[config.mk]
export PLATFORM = sky130hd
export DESIGN_NAME = midi_message_tx
export DESIGN_NICKNAME = d
export VERILOG_FILES = /design/src/rtl/midi_message_tx_pkg.sv /design/src/rtl/midi_uart_tx.sv /design/src/rtl/midi_message_tx.sv
export SDC_FILE = /design/constraint.sdc
export NUM_CORES = 1
export LEC_CHECK = 0
export ABC_CLOCK_PERIOD_IN_PS = 3900
export CORE_ASPECT_RATIO = 0.9
export CORE_MARGIN = 1
export CORE_UTILIZATION = 57
export DETAILED_ROUTE_END_ITERATION = 7
export HOLD_SLACK_MARGIN = 0.1
export PLACE_DENSITY = 0.78
export SYNTH_ARGS = -nofsm -noshare
export SYNTH_HDL_FRONTEND = slang
export SYNTH_SLANG_ARGS = --single-unit
export TNS_END_PERCENT = 5
[constraint.sdc]
create_clock -name clk -period 3.9 [get_ports clk]
set_input_delay 0.39 -clock clk [delete_from_list [all_inputs] [get_ports clk]]
set_output_delay 0.39 -clock clk [all_outputs]
set_load 0.05 [all_outputs]
[src/rtl/midi_message_tx_pkg.sv]
// Shared MIDI types, constants and helpers for the MIDI OUT transmitter.
package midi_message_tx_pkg;

    localparam int BAUD_RATE      = 31250;
    localparam int CHANNEL_WIDTH  = 4;
    localparam int STATUS_BIT_POS = 7;

    typedef logic [7:0] midi_byte_t;

    typedef enum logic [3:0] {
        NOTE_OFF            = 4'h8,
        NOTE_ON             = 4'h9,
        POLYPHONIC_PRESSURE = 4'hA,
        CONTROL_CHANGE      = 4'hB,
        PROGRAM_CHANGE      = 4'hC,
        CHANNEL_PRESSURE    = 4'hD,
        PITCH_BEND          = 4'hE,
        SYSTEM              = 4'hF
    } message_type_t;

    typedef struct packed {
        message_type_t message_type;
        logic [6:0]    data_byte1;
        logic [6:0]    data_byte2;
    } message_t;

    typedef enum logic [1:0] {SEQ_IDLE, SEQ_LOAD, SEQ_SEND} seq_state_t;
    typedef enum logic [1:0] {UART_IDLE, UART_START, UART_DATA, UART_STOP} uart_state_t;

    function automatic logic [1:0] data_byte_count(input message_type_t t);
        case (t)
            NOTE_OFF, NOTE_ON, POLYPHONIC_PRESSURE,
            CONTROL_CHANGE, PITCH_BEND:         return 2'd2;
            PROGRAM_CHANGE, CHANNEL_PRESSURE:   return 2'd1;
            SYSTEM:                             return 2'd0;
            default:                            return 2'd0;
        endcase
    endfunction

    // Data bytes never carry the status flag.
    function automatic midi_byte_t to_data_byte(input logic [6:0] d);
        midi_byte_t b;
        b = {1'b0, d};
        b[STATUS_BIT_POS] = 1'b0;
        return b;
    endfunction

endpackage

[src/rtl/midi_uart_tx.sv]
// 8N1 byte serialiser, LSB first, idle high; each bit lasts DIV clocks.
module midi_uart_tx
    import midi_message_tx_pkg::*;
#(
    parameter int DIV = 10
) (
    input  logic       clk,
    input  logic       rst_n,
    input  logic       byte_valid,
    output logic       byte_ready,
    input  midi_byte_t byte_data,
    output logic       tx
);

    localparam int            CW     = (DIV > 1) ? $clog2(DIV) : 1;
    localparam logic [CW-1:0] RELOAD = CW'(DIV - 1);
    localparam logic [CW-1:0] ONE    = CW'(1);

    uart_state_t   state_r, state_s;
    logic [CW-1:0] cnt_r, cnt_s;
    logic [2:0]    bit_r, bit_s;
    midi_byte_t    shreg_r, shreg_s;
    logic          tx_r, tx_s;
    logic          bit_end_s;

    assign bit_end_s  = (cnt_r == {CW{1'b0}});
    // Accepting during the final stop cycle lets bytes run back-to-back.
    assign byte_ready = (state_r == UART_IDLE) || ((state_r == UART_STOP) && bit_end_s);
    assign tx         = tx_r;

    // Next-state, bit counter and line level for the serialiser.
    always_comb begin
        state_s = state_r;
        cnt_s   = cnt_r;
        bit_s   = bit_r;
        shreg_s = shreg_r;
        tx_s    = tx_r;
        case (state_r)
            UART_IDLE: begin
                if (byte_valid) begin
                    state_s = UART_START;
                    cnt_s   = RELOAD;
                    bit_s   = 3'd0;
                    shreg_s = byte_data;
                    tx_s    = 1'b0;
                end else begin
                    tx_s    = 1'b1;
                end
            end
            UART_START: begin
                if (bit_end_s) begin
                    state_s = UART_DATA;
                    cnt_s   = RELOAD;
                    bit_s   = 3'd0;
                    tx_s    = shreg_r[0];
                end else begin
                    cnt_s   = cnt_r - ONE;
                end
            end
            UART_DATA: begin
                if (bit_end_s) begin
                    cnt_s = RELOAD;
                    if (bit_r == 3'd7) begin
                        state_s = UART_STOP;
                        tx_s    = 1'b1;
                    end else begin
                        bit_s   = bit_r + 3'd1;
                        tx_s    = shreg_r[bit_r + 3'd1];
                    end
                end else begin
                    cnt_s = cnt_r - ONE;
                end
            end
            UART_STOP: begin
                if (bit_end_s) begin
                    if (byte_valid) begin
                        state_s = UART_START;
                        cnt_s   = RELOAD;
                        bit_s   = 3'd0;
                        shreg_s = byte_data;
                        tx_s    = 1'b0;
                    end else begin
                        state_s = UART_IDLE;
                        tx_s    = 1'b1;
                    end
                end else begin
                    cnt_s = cnt_r - ONE;
                end
            end
            default: begin
                state_s = UART_IDLE;
                tx_s    = 1'b1;
            end
        endcase
    end

    // Serialiser state register; reset forces the line idle immediately.
    always_ff @(posedge clk or negedge rst_n) begin
        if (!rst_n) begin
            state_r <= UART_IDLE;
            cnt_r   <= {CW{1'b0}};
            bit_r   <= 3'd0;
            shreg_r <= 8'h00;
            tx_r    <= 1'b1;
        end else begin
            state_r <= state_s;
            cnt_r   <= cnt_s;
            bit_r   <= bit_s;
            shreg_r <= shreg_s;
            tx_r    <= tx_s;
        end
    end

endmodule

[src/rtl/midi_message_tx.sv]
// MIDI OUT: registers one message per handshake and sequences its status/data bytes into the UART.
module midi_message_tx
    import midi_message_tx_pkg::*;
#(
    parameter int CLK_FREQ       = 50_000_000,
    parameter int RUNNING_STATUS = 1
) (
    input  logic                     clk,
    input  logic                     rst_n,
    input  logic                     msg_valid,
    output logic                     msg_ready,
    input  message_t                 message,
    input  logic [CHANNEL_WIDTH-1:0] channel,
    output logic                     tx,
    output logic                     busy
);

    localparam int DIV = CLK_FREQ / BAUD_RATE;

    seq_state_t               state_r, state_s;
    message_t                 msg_r;
    logic [CHANNEL_WIDTH-1:0] chan_r;
    logic [1:0]               pend_r, pend_s;
    logic                     rs_valid_r, rs_valid_s;
    midi_byte_t               rs_byte_r, rs_byte_s;
    logic                     ready_r, busy_r;

    midi_byte_t               status_s, byte_data_s;
    logic [1:0]               count_s;
    logic                     send_status_s, byte_valid_s, byte_ready_s;

    assign status_s      = {msg_r.message_type, chan_r};
    assign count_s       = data_byte_count(msg_r.message_type);
    assign send_status_s = !((RUNNING_STATUS != 0) && rs_valid_r && (rs_byte_r == status_s))
                           || (count_s == 2'd0);
    assign msg_ready     = ready_r;
    assign busy          = busy_r;

    // Byte sequencer: picks status/data bytes and tracks running status.
    always_comb begin
        state_s      = state_r;
        pend_s       = pend_r;
        rs_valid_s   = rs_valid_r;
        rs_byte_s    = rs_byte_r;
        byte_valid_s = 1'b0;
        byte_data_s  = to_data_byte(msg_r.data_byte1);
        case (state_r)
            SEQ_IDLE: begin
                if (msg_valid) begin
                    state_s = SEQ_LOAD;
                end else begin
                    state_s = SEQ_IDLE;
                end
            end
            SEQ_LOAD: begin
                byte_valid_s = 1'b1;
                state_s      = SEQ_SEND;
                if (send_status_s) begin
                    byte_data_s = status_s;
                    pend_s      = count_s;
                end else begin
                    byte_data_s = to_data_byte(msg_r.data_byte1);
                    pend_s      = count_s - 2'd1;
                end
                if ((RUNNING_STATUS == 0) || (msg_r.message_type == SYSTEM)) begin
                    rs_valid_s = 1'b0;
                end else begin
                    rs_valid_s = 1'b1;
                    rs_byte_s  = status_s;
                end
            end
            SEQ_SEND: begin
                if (byte_ready_s) begin
                    if (pend_r != 2'd0) begin
                        byte_valid_s = 1'b1;
                        pend_s       = pend_r - 2'd1;
                        // Only the second byte of a two-data-byte message is data_byte2.
                        if ((pend_r == 2'd1) && (count_s == 2'd2)) begin
                            byte_data_s = to_data_byte(msg_r.data_byte2);
                        end else begin
                            byte_data_s = to_data_byte(msg_r.data_byte1);
                        end
                    end else begin
                        state_s = SEQ_IDLE;
                    end
                end else begin
                    state_s = SEQ_SEND;
                end
            end
            default: begin
                state_s = SEQ_IDLE;
            end
        endcase
    end

    // Sequencer, message and running-status registers plus registered handshake outputs.
    always_ff @(posedge clk or negedge rst_n) begin
        if (!rst_n) begin
            state_r    <= SEQ_IDLE;
            msg_r      <= '{message_type: SYSTEM, data_byte1: 7'd0, data_byte2: 7'd0};
            chan_r     <= {CHANNEL_WIDTH{1'b0}};
            pend_r     <= 2'd0;
            rs_valid_r <= 1'b0;
            rs_byte_r  <= 8'h00;
            ready_r    <= 1'b1;
            busy_r     <= 1'b0;
        end else begin
            state_r    <= state_s;
            pend_r     <= pend_s;
            rs_valid_r <= rs_valid_s;
            rs_byte_r  <= rs_byte_s;
            ready_r    <= (state_s == SEQ_IDLE);
            busy_r     <= (state_s != SEQ_IDLE);
            if (msg_valid && ready_r) begin
                msg_r  <= message;
                chan_r <= channel;
            end
        end
    end

    midi_uart_tx #(
        .DIV (DIV)
    ) u_uart (
        .clk        (clk),
        .rst_n      (rst_n),
        .byte_valid (byte_valid_s),
        .byte_ready (byte_ready_s),
        .byte_data  (byte_data_s),
        .tx         (tx)
    );

endmodule

==> results by group, run 1 <==
Cells and area
  • Antenna diode count: 0
  • Final cell area excluding filler cells: 4070 µm²
  • Area growth from synthesis to final layout: 15.4%
  • Most common cell after layout, fill and taps aside: sky130_fd_sc_hd__dfrtp_1
  • Top library cells by usage in the layout, fill and taps aside: sky130_fd_sc_hd__dfrtp_1 (56), sky130_fd_sc_hd__nand2_1 (36), sky130_fd_sc_hd__mux2_2 (36)
  • Share of layout cells above drive strength 1: 0.202
  • Final net count: 413

Clock tree
  • Cell at the root of the clock tree: sky130_fd_sc_hd__clkbuf_8
  • Latest clock arrival within the worst-skew pair: 350 ps
  • CTS clk-pin slew, worst paths: 70 ps
  • Depth of the CTS H-tree: 3
  • Longest Clk Path Bufs: 2
  • TritonCTS clock tree: yes
  • CTS sink count: 62
  • Resized cells post-CTS: 0
  • Cts bufs inserted: 9

Timing
  • RSZ-0062 raised after global routing: false
  • Largest clock skew in the final design: 11.6 ps
  • Max-slew headroom at the worst pin: 0.304
  • Count of final hold-check violations: 0
  • Period Utilization, post-route: 0.749
  • Final worst slack: 980 ps
  • Max-slew violation total from the final report: 0
  • Final period demand of the worst path: 2920 ps
  • Actual transition at the worst max-transition pin: 1040 ps
  • Final setup fails: 0
  • Worst hold-check slack: 474 ps
  • Max frequency: 0.343 GHz
  • Setup TNS: 0 ps

Setup path
  • Max stage delay on crit path: 730 ps
  • Depth of the worst register-to-register path: 7
  • Startpoint of the most critical setup path: state_r[0]
  • Crit path max-delay cell type: sky130_fd_sc_hd__o31ai_1
  • Endpoint kind of the worst setup timing path: register
  • Critical path start-end classification: reg -> reg
  • Maximum net fanout on the critical path: 20
  • Cell Chain, Critical Path: inv_1, ha_1, nor2b_1, and2_1, o31ai_1, o21ai_1, o21a_1
  • Reg-to-reg endpoint: u_uart.cnt_r[1]
  • CP arrival: 3150 ps
  • Launch instance of the worst register-to-register path: state_r[0]
  • Crit path launch type: register
  • Required time at the worst-slack endpoint: 4130 ps
  • Reg2Reg Setup Slack: 980 ps

Run
  • Reported max-cap violation count: 0

Floorplan
  • Die outline width: 84.9 µm
  • Num rows: 26
  • Number of ports placed on the die boundary: 28
  • Initial core utilization: 0.605
  • Die Span Y: 76.6 µm
  • Core area: 5820 µm²
  • Full die area: 6500 µm²

Synthesis
  • Post-synth net total: 384
  • Mean Syn Cell Area: 10.3 µm²
  • Count of cell types in the netlist: 62
  • Netlist Area Pre-Place: 3520 µm²
  • Post-synth top area cell: sky130_fd_sc_hd__dfrtp_1
  • Proportion of synthesized flip-flops having asynchronous set or reset: 1.00
  • Number of flops mapped to enable cells by yosys: 0
  • Top_reg_cell synth: sky130_fd_sc_hd__dfrtp_1
  • Top area cells in the synthesized netlist: sky130_fd_sc_hd__dfrtp_1 (40%), sky130_fd_sc_hd__mux2_2 (12%), sky130_fd_sc_hd__ha_1 (5.7%)
  • Post-Synthesis Cells: 343
  • Proportion of netlist area held by the largest area contributor: 0.398
  • Seq cells post-synth: 62
  • Share of synthesized area occupied by flip-flops and latches: 0.442
  • Yosys warns: 0

Power and ir drop
  • Cell internal pwr: 1.03 mW
  • VDD IR max: 226 µV
  • Clock Power Share: 0.479
  • Part of the total power dissipated in sequential elements: 0.492
  • Part of the total power dissipated in combinational logic: 0.029
  • Total design power: 1.31 mW
  • Fraction of power spent switching nets: 0.215
  • Leakage: 1.83 nW
  • Net switching component of the power: 0.281 mW
  • Power Dens Cells: 322 nW/µm²

Routing
  • Routed wire per std cell: 16.2 µm
  • Via-per-instance ratio: 6.04
  • Total number of vias: 2701
  • Post-detailed-routing wire length: 7250 µm
  • Residual antenna-violating net count after detailed routing: 0
  • Detailed-route DRC error count: 1
  • First DRT Iteration DRCs: 189
  • Number of optimization iterations in the first detailed-route pass: 6

Placement
  • Worst setup slack after placement: 1050 ps
  • Placement Cell Area: 3830 µm²
  • Number of buffer cells added on primary ports: 27
  • GP Congestion: 0.835
  • Sum of net half-perimeters after detailed placement: 5200 µm

Global routing
  • Number of global-route vias before repair: 2630
  • Remaining global-route overflow: 0
  • Number of antenna violations at the first check in global routing: 0
  • First-pass GRT wire length: 12600 µm
  • Largest net degree at the start of global routing: 35
  • Global-route total usage across every layer: 0.247

Hold path
  • Classification of the worst-slack hold path: reg -> reg
  • Worst Hold Endpoint: rs_valid_r
  • Hold_sp: rs_valid_r
  • Hold path cells: 1

Status
  • Run status: finished, violations left
  • Violated checks: design-rule violations
[worst max path at each step]
stage	end	cells past startpoint	slack (ps)
CTS	u_uart.cnt_r[1]	7	1040
global route	u_uart.cnt_r[10]	7	780
global placement	u_uart.cnt_r[1]	7	1190
detailed placement	u_uart.cnt_r[1]	7	1050
floorplan	pend_r[1]	8	1140
finish	u_uart.cnt_r[1]	7	980
[repair_timing]
action / CTS / global route
hold buffers: 1 / 0
buffers inserted: 0 / 0
hold endpoints to repair: 8 / 0
[flip-flops by register name, summed over array words and instances, names as in the netlist, 2 cells and up]
register	cells
msg_r	18
u_uart.cnt_r	11
rs_byte_r	8
u_uart.shreg_r	8
chan_r	4
u_uart.bit_r	3
pend_r	2
state_r	2
u_uart.state_r	2
[power groups by stage]
stage,registers (mW),clock network [mW],logic (mW)
final,0.643,0.627,0.0377
after global routing,0.643,0.663,0.0420
after CTS,0.643,0.638,0.0390
after detailed placement,0.655,0,0.0381
after global placement,0.655,0,0.0372
after floorplan,0.655,0,0.000271
[layer usage]
metal / wire length (µm) / GRT usage
met5: 0 / 0
met4: 71 / 0.0763
met2: 3420 / 0.385
met3: 291 / 0.0683
met1: 3480 / 0.339
[stage by stage]
stage,utilization,cells
2_1_floorplan,-,343
3_3_place_gp,0.659,430
3_5_place_dp,0.659,430
4_1_cts,0.698,447
5_1_grt,0.698,447
6_report,0.698,447
[cell type report]
class	count	area (µm²)
clock inverters	7	97.6
well taps	70	87.6
multi-input cells	250	1830
repair buffers	32	305
inverters	17	63.8
fillers	431	1760
flip-flops and latches	62	1560
clock buffers	9	124
[cell families (layout without fill, tap and decap cells)]
family / after synthesis / count (layout) / synth area share
AOI/OAI and AO/OA: 82 / 82 / 0.161
xor gates and xnor gates: 6 / 6 / 0.0149
DFF: 62 / 62 / 0.442
adders and majority gates: 16 / 16 / 0.0568
and+or+nand+nor: 106 / 106 / 0.153
buffers and inverters: 31 / 65 / 0.0387
muxes: 40 / 40 / 0.133
[critical path, delay by kind of cell (launching register included)]
family                   cells  cell delay (ps)
AO/OA/AOI/OAI                3             1440
adder cells (fa/ha/maj)      1              440
AND/OR/NAND/NOR              2              430
flip-flops                   1              390
buffers and inverters        1              100
[synthesized netlist by cell type, drive strengths merged, types with 7 or more instances]
| library cell | count |
|---|---|
| nor3 | 7 |
| ha | 16 |
| mux2 | 36 |
| clkbuf | 7 |
| o21ai | 8 |
| nor2 | 24 |
| a21oi | 17 |
| inv | 17 |
| a31oi | 20 |
| buf | 7 |
| o21a | 8 |
| nand2 | 36 |
| dfrtp | 56 |
Power figures use the tool's default switching activity.
==> run 2, diff against run 1 <==
ABC_CLOCK_PERIOD_IN_PS = 2900   (was 3900)
clock period = 2.9 ns   (was 3.9 ns; I/O delays follow)
==> run 2 against run 1 <==
The run still ends with design-rule violations left; clock power increased by 34%; non-clock buffer count is 6 higher; register-to-register slack got worse by 810 ps; clock skew is 3.2 ps lower.
==> results by group, run 2 (synthesized netlist as in run 1, its figures left out) <==
Cells and area
  • Most common cell after layout, fill and taps aside: sky130_fd_sc_hd__dfrtp_1
  • Registers with the most flip-flops: msg_r: 18 flops, u_uart.cnt_r: 11 flops
  • Area growth from synthesis to final layout: 16.6%
  • Share of layout cells above drive strength 1: 0.217 (+0.0151)
  • Most flop-heavy register: msg_r
  • Final net count: 419 (+1.5%)
  • Max reg flops: 18 (unchanged)
  • FILL cells: 418 (-3.0%)
  • Total area of multi-input combinational cells: 1830 µm² (unchanged)
  • Final cell area excluding filler cells: 4110 µm² (+1.0%)
  • Footprint of the flip-flops and latches: 1560 µm² (unchanged)
  • Share of the core filled with cells in the final layout: 0.706 (+0.00731)
  • Top library cells by usage in the layout, fill and taps aside: sky130_fd_sc_hd__dfrtp_1 (56), sky130_fd_sc_hd__nand2_1 (36), sky130_fd_sc_hd__mux2_2 (36)
  • Antenna diode count: 0 (unchanged)

Timing
  • Count of final hold-check violations: 0 (unchanged)
  • Final setup fails: 0 (unchanged)
  • Final period demand of the worst path: 2730 ps (-186 ps)
  • Setup TNS: 0 ps (unchanged)
  • Final worst slack: 166 ps (-814 ps)
  • Largest clock skew in the final design: 8.41 ps (-3.17 ps)
  • Max-slew headroom at the worst pin: 0.306 (+0.00170)
  • Max frequency: 0.366 GHz (+6.8%)
  • RSZ-0062 raised after global routing: false
  • Worst hold-check slack: 86.4 ps (-388 ps)
  • Actual transition at the worst max-transition pin: 1040 ps (+0.585 ps)
  • Max-slew violation total from the final report: 0 (unchanged)
  • Period Utilization, post-route: 0.943 (+0.194)

Placement
  • Worst setup slack after placement: 234 ps (-818 ps)
  • GP Congestion: 0.850 (+1.8%)
  • Placement Cell Area: 3890 µm² (+1.4%)
  • Sum of net half-perimeters after detailed placement: 5180 µm (-0.26%)
  • Number of buffer cells added on primary ports: 27 (unchanged)

Setup path
  • Depth of the worst register-to-register path: 7 (unchanged)
  • Crit path launch type: register
  • Max stage delay on crit path: 770 ps (+40 ps)
  • Reg2Reg Setup Slack: 170 ps (-810 ps)
  • Reg-to-reg endpoint: u_uart.cnt_r[1]
  • Required time at the worst-slack endpoint: 3130 ps (-1000 ps)
  • Launch instance of the worst register-to-register path: state_r[0]
  • Critical path start-end classification: reg -> reg
  • Buffers plus inverters on the worst setup path: 1 (unchanged)
  • Maximum net fanout on the critical path: 7 (-65%)
  • Endpoint kind of the worst setup timing path: register
  • CP arrival: 2960 ps (-190 ps)
  • Cell Chain, Critical Path: inv_1, ha_1, nor2b_1, and2_1, o31ai_1, o21ai_1, o21a_1
  • Top Family by Delay on Critical Path: compound AO/OA/AOI/OAI gates
  • Crit path max-delay cell type: sky130_fd_sc_hd__o31ai_1

Routing
  • First DRT Iteration DRCs: 189 (unchanged)
  • Routed wire per std cell: 16.1 µm (-0.89%)
  • Detailed-route DRC error count: 1 (unchanged)
  • Total number of vias: 2759 (+2.1%)
  • Residual antenna-violating net count after detailed routing: 0 (unchanged)
  • Number of optimization iterations in the first detailed-route pass: 7 (+1)
  • Post-detailed-routing wire length: 7290 µm (+0.44%)
  • Via-per-instance ratio: 6.09 (+0.79%)

Clock tree
  • Cell at the root of the clock tree: sky130_fd_sc_hd__clkbuf_8
  • Number of buffers inserted by post-CTS setup repair: 0 (unchanged)
  • Resized cells post-CTS: 0 (unchanged)
  • Longest Clk Path Bufs: 2 (unchanged)
  • Cts bufs inserted: 9 (unchanged)
  • CTS clk-pin slew, worst paths: 70 ps (about the same)
  • Depth of the CTS H-tree: 3 (unchanged)
  • TritonCTS clock tree: yes
  • CTS sink count: 62 (unchanged)
  • Hold buffers post-CTS: 0 (-1)
  • Latest clock arrival within the worst-skew pair: 350 ps (about the same)

Global routing
  • Remaining global-route overflow: 0 (unchanged)
  • Number of global-route vias before repair: 2650 (+0.76%)
  • First-pass GRT wire length: 12300 µm (-2.2%)
  • Number of antenna violations at the first check in global routing: 0 (unchanged)
  • Largest net degree at the start of global routing: 63 (+80%)
  • Global-route total usage across every layer: 0.247 (-0.000524)

Floorplan
  • Initial core utilization: 0.605 (unchanged)
  • Number of ports placed on the die boundary: 28 (unchanged)
  • Full die area: 6500 µm² (unchanged)
  • Die Span Y: 76.6 µm (unchanged)
  • Core area: 5820 µm² (unchanged)
  • Die outline width: 84.9 µm (unchanged)
  • Num rows: 26 (unchanged)

Power and ir drop
  • VDD IR max: 365 µV (+62%)
  • Leakage: 1.86 nW (+1.7%)
  • Power Dens Cells: 427 nW/µm² (+33%)

Status
  • Run status: finished, violations left
  • Violated checks: design-rule violations

Run
  • Reported max-cap violation count: 0 (unchanged)

Hold path
  • Classification of the worst-slack hold path: in -> async
-- run 2: layer usage --
layer	global-route usage	vias to the layer above	wire (µm)
li1	-	1321	-
met1	0.316	1345	3220
met2	0.394	78	3570
met3	0.0596	15	325
met4	0.119	0	175
met5	0	-	0
-- run 2: worst max-delay path by stage --
stage | startpoint | to | depth (start not counted)
2_1_floorplan | msg_r[17] | pend_r[1] | 8
3_3_place_gp | u_uart.cnt_r[0] | u_uart.cnt_r[0] | 7
3_5_place_dp | state_r[0] | u_uart.cnt_r[3] | 7
4_1_cts | state_r[0] | u_uart.cnt_r[1] | 7
5_1_grt | state_r[0] | u_uart.cnt_r[1] | 7
6_report | state_r[0] | u_uart.cnt_r[1] | 7
-- run 2: area by class of cell --
type | instances | area share
inverter | 17 | 0.0155
clock inverter | 7 | 0.0238
timing repair buffer | 38 | 0.0847
tap | 70 | 0.0213
clock buffer | 9 | 0.0301
sequential | 62 | 0.379
multi-input combinational | 250 | 0.445
-- run 2: power breakdown --
part | switching, mW | internal, mW | leakage (nW)
clock network | 0.353 | 0.486 | 0.106
logic | 0.0204 | 0.0284 | 0.961
registers | 0 | 0.865 | 0.793
-- run 2: metrics by stage --
| stage | cells | total power, mW |
|---|---|---|
| 3_5_place_dp | 437 | 0.932 |
| 4_1_cts | 453 | 1.77 |
| 2_1_floorplan | 343 | 0.882 |
| 5_1_grt | 453 | 1.82 |
| 3_3_place_gp | 437 | 0.931 |
| 6_report | 453 | 1.75 |
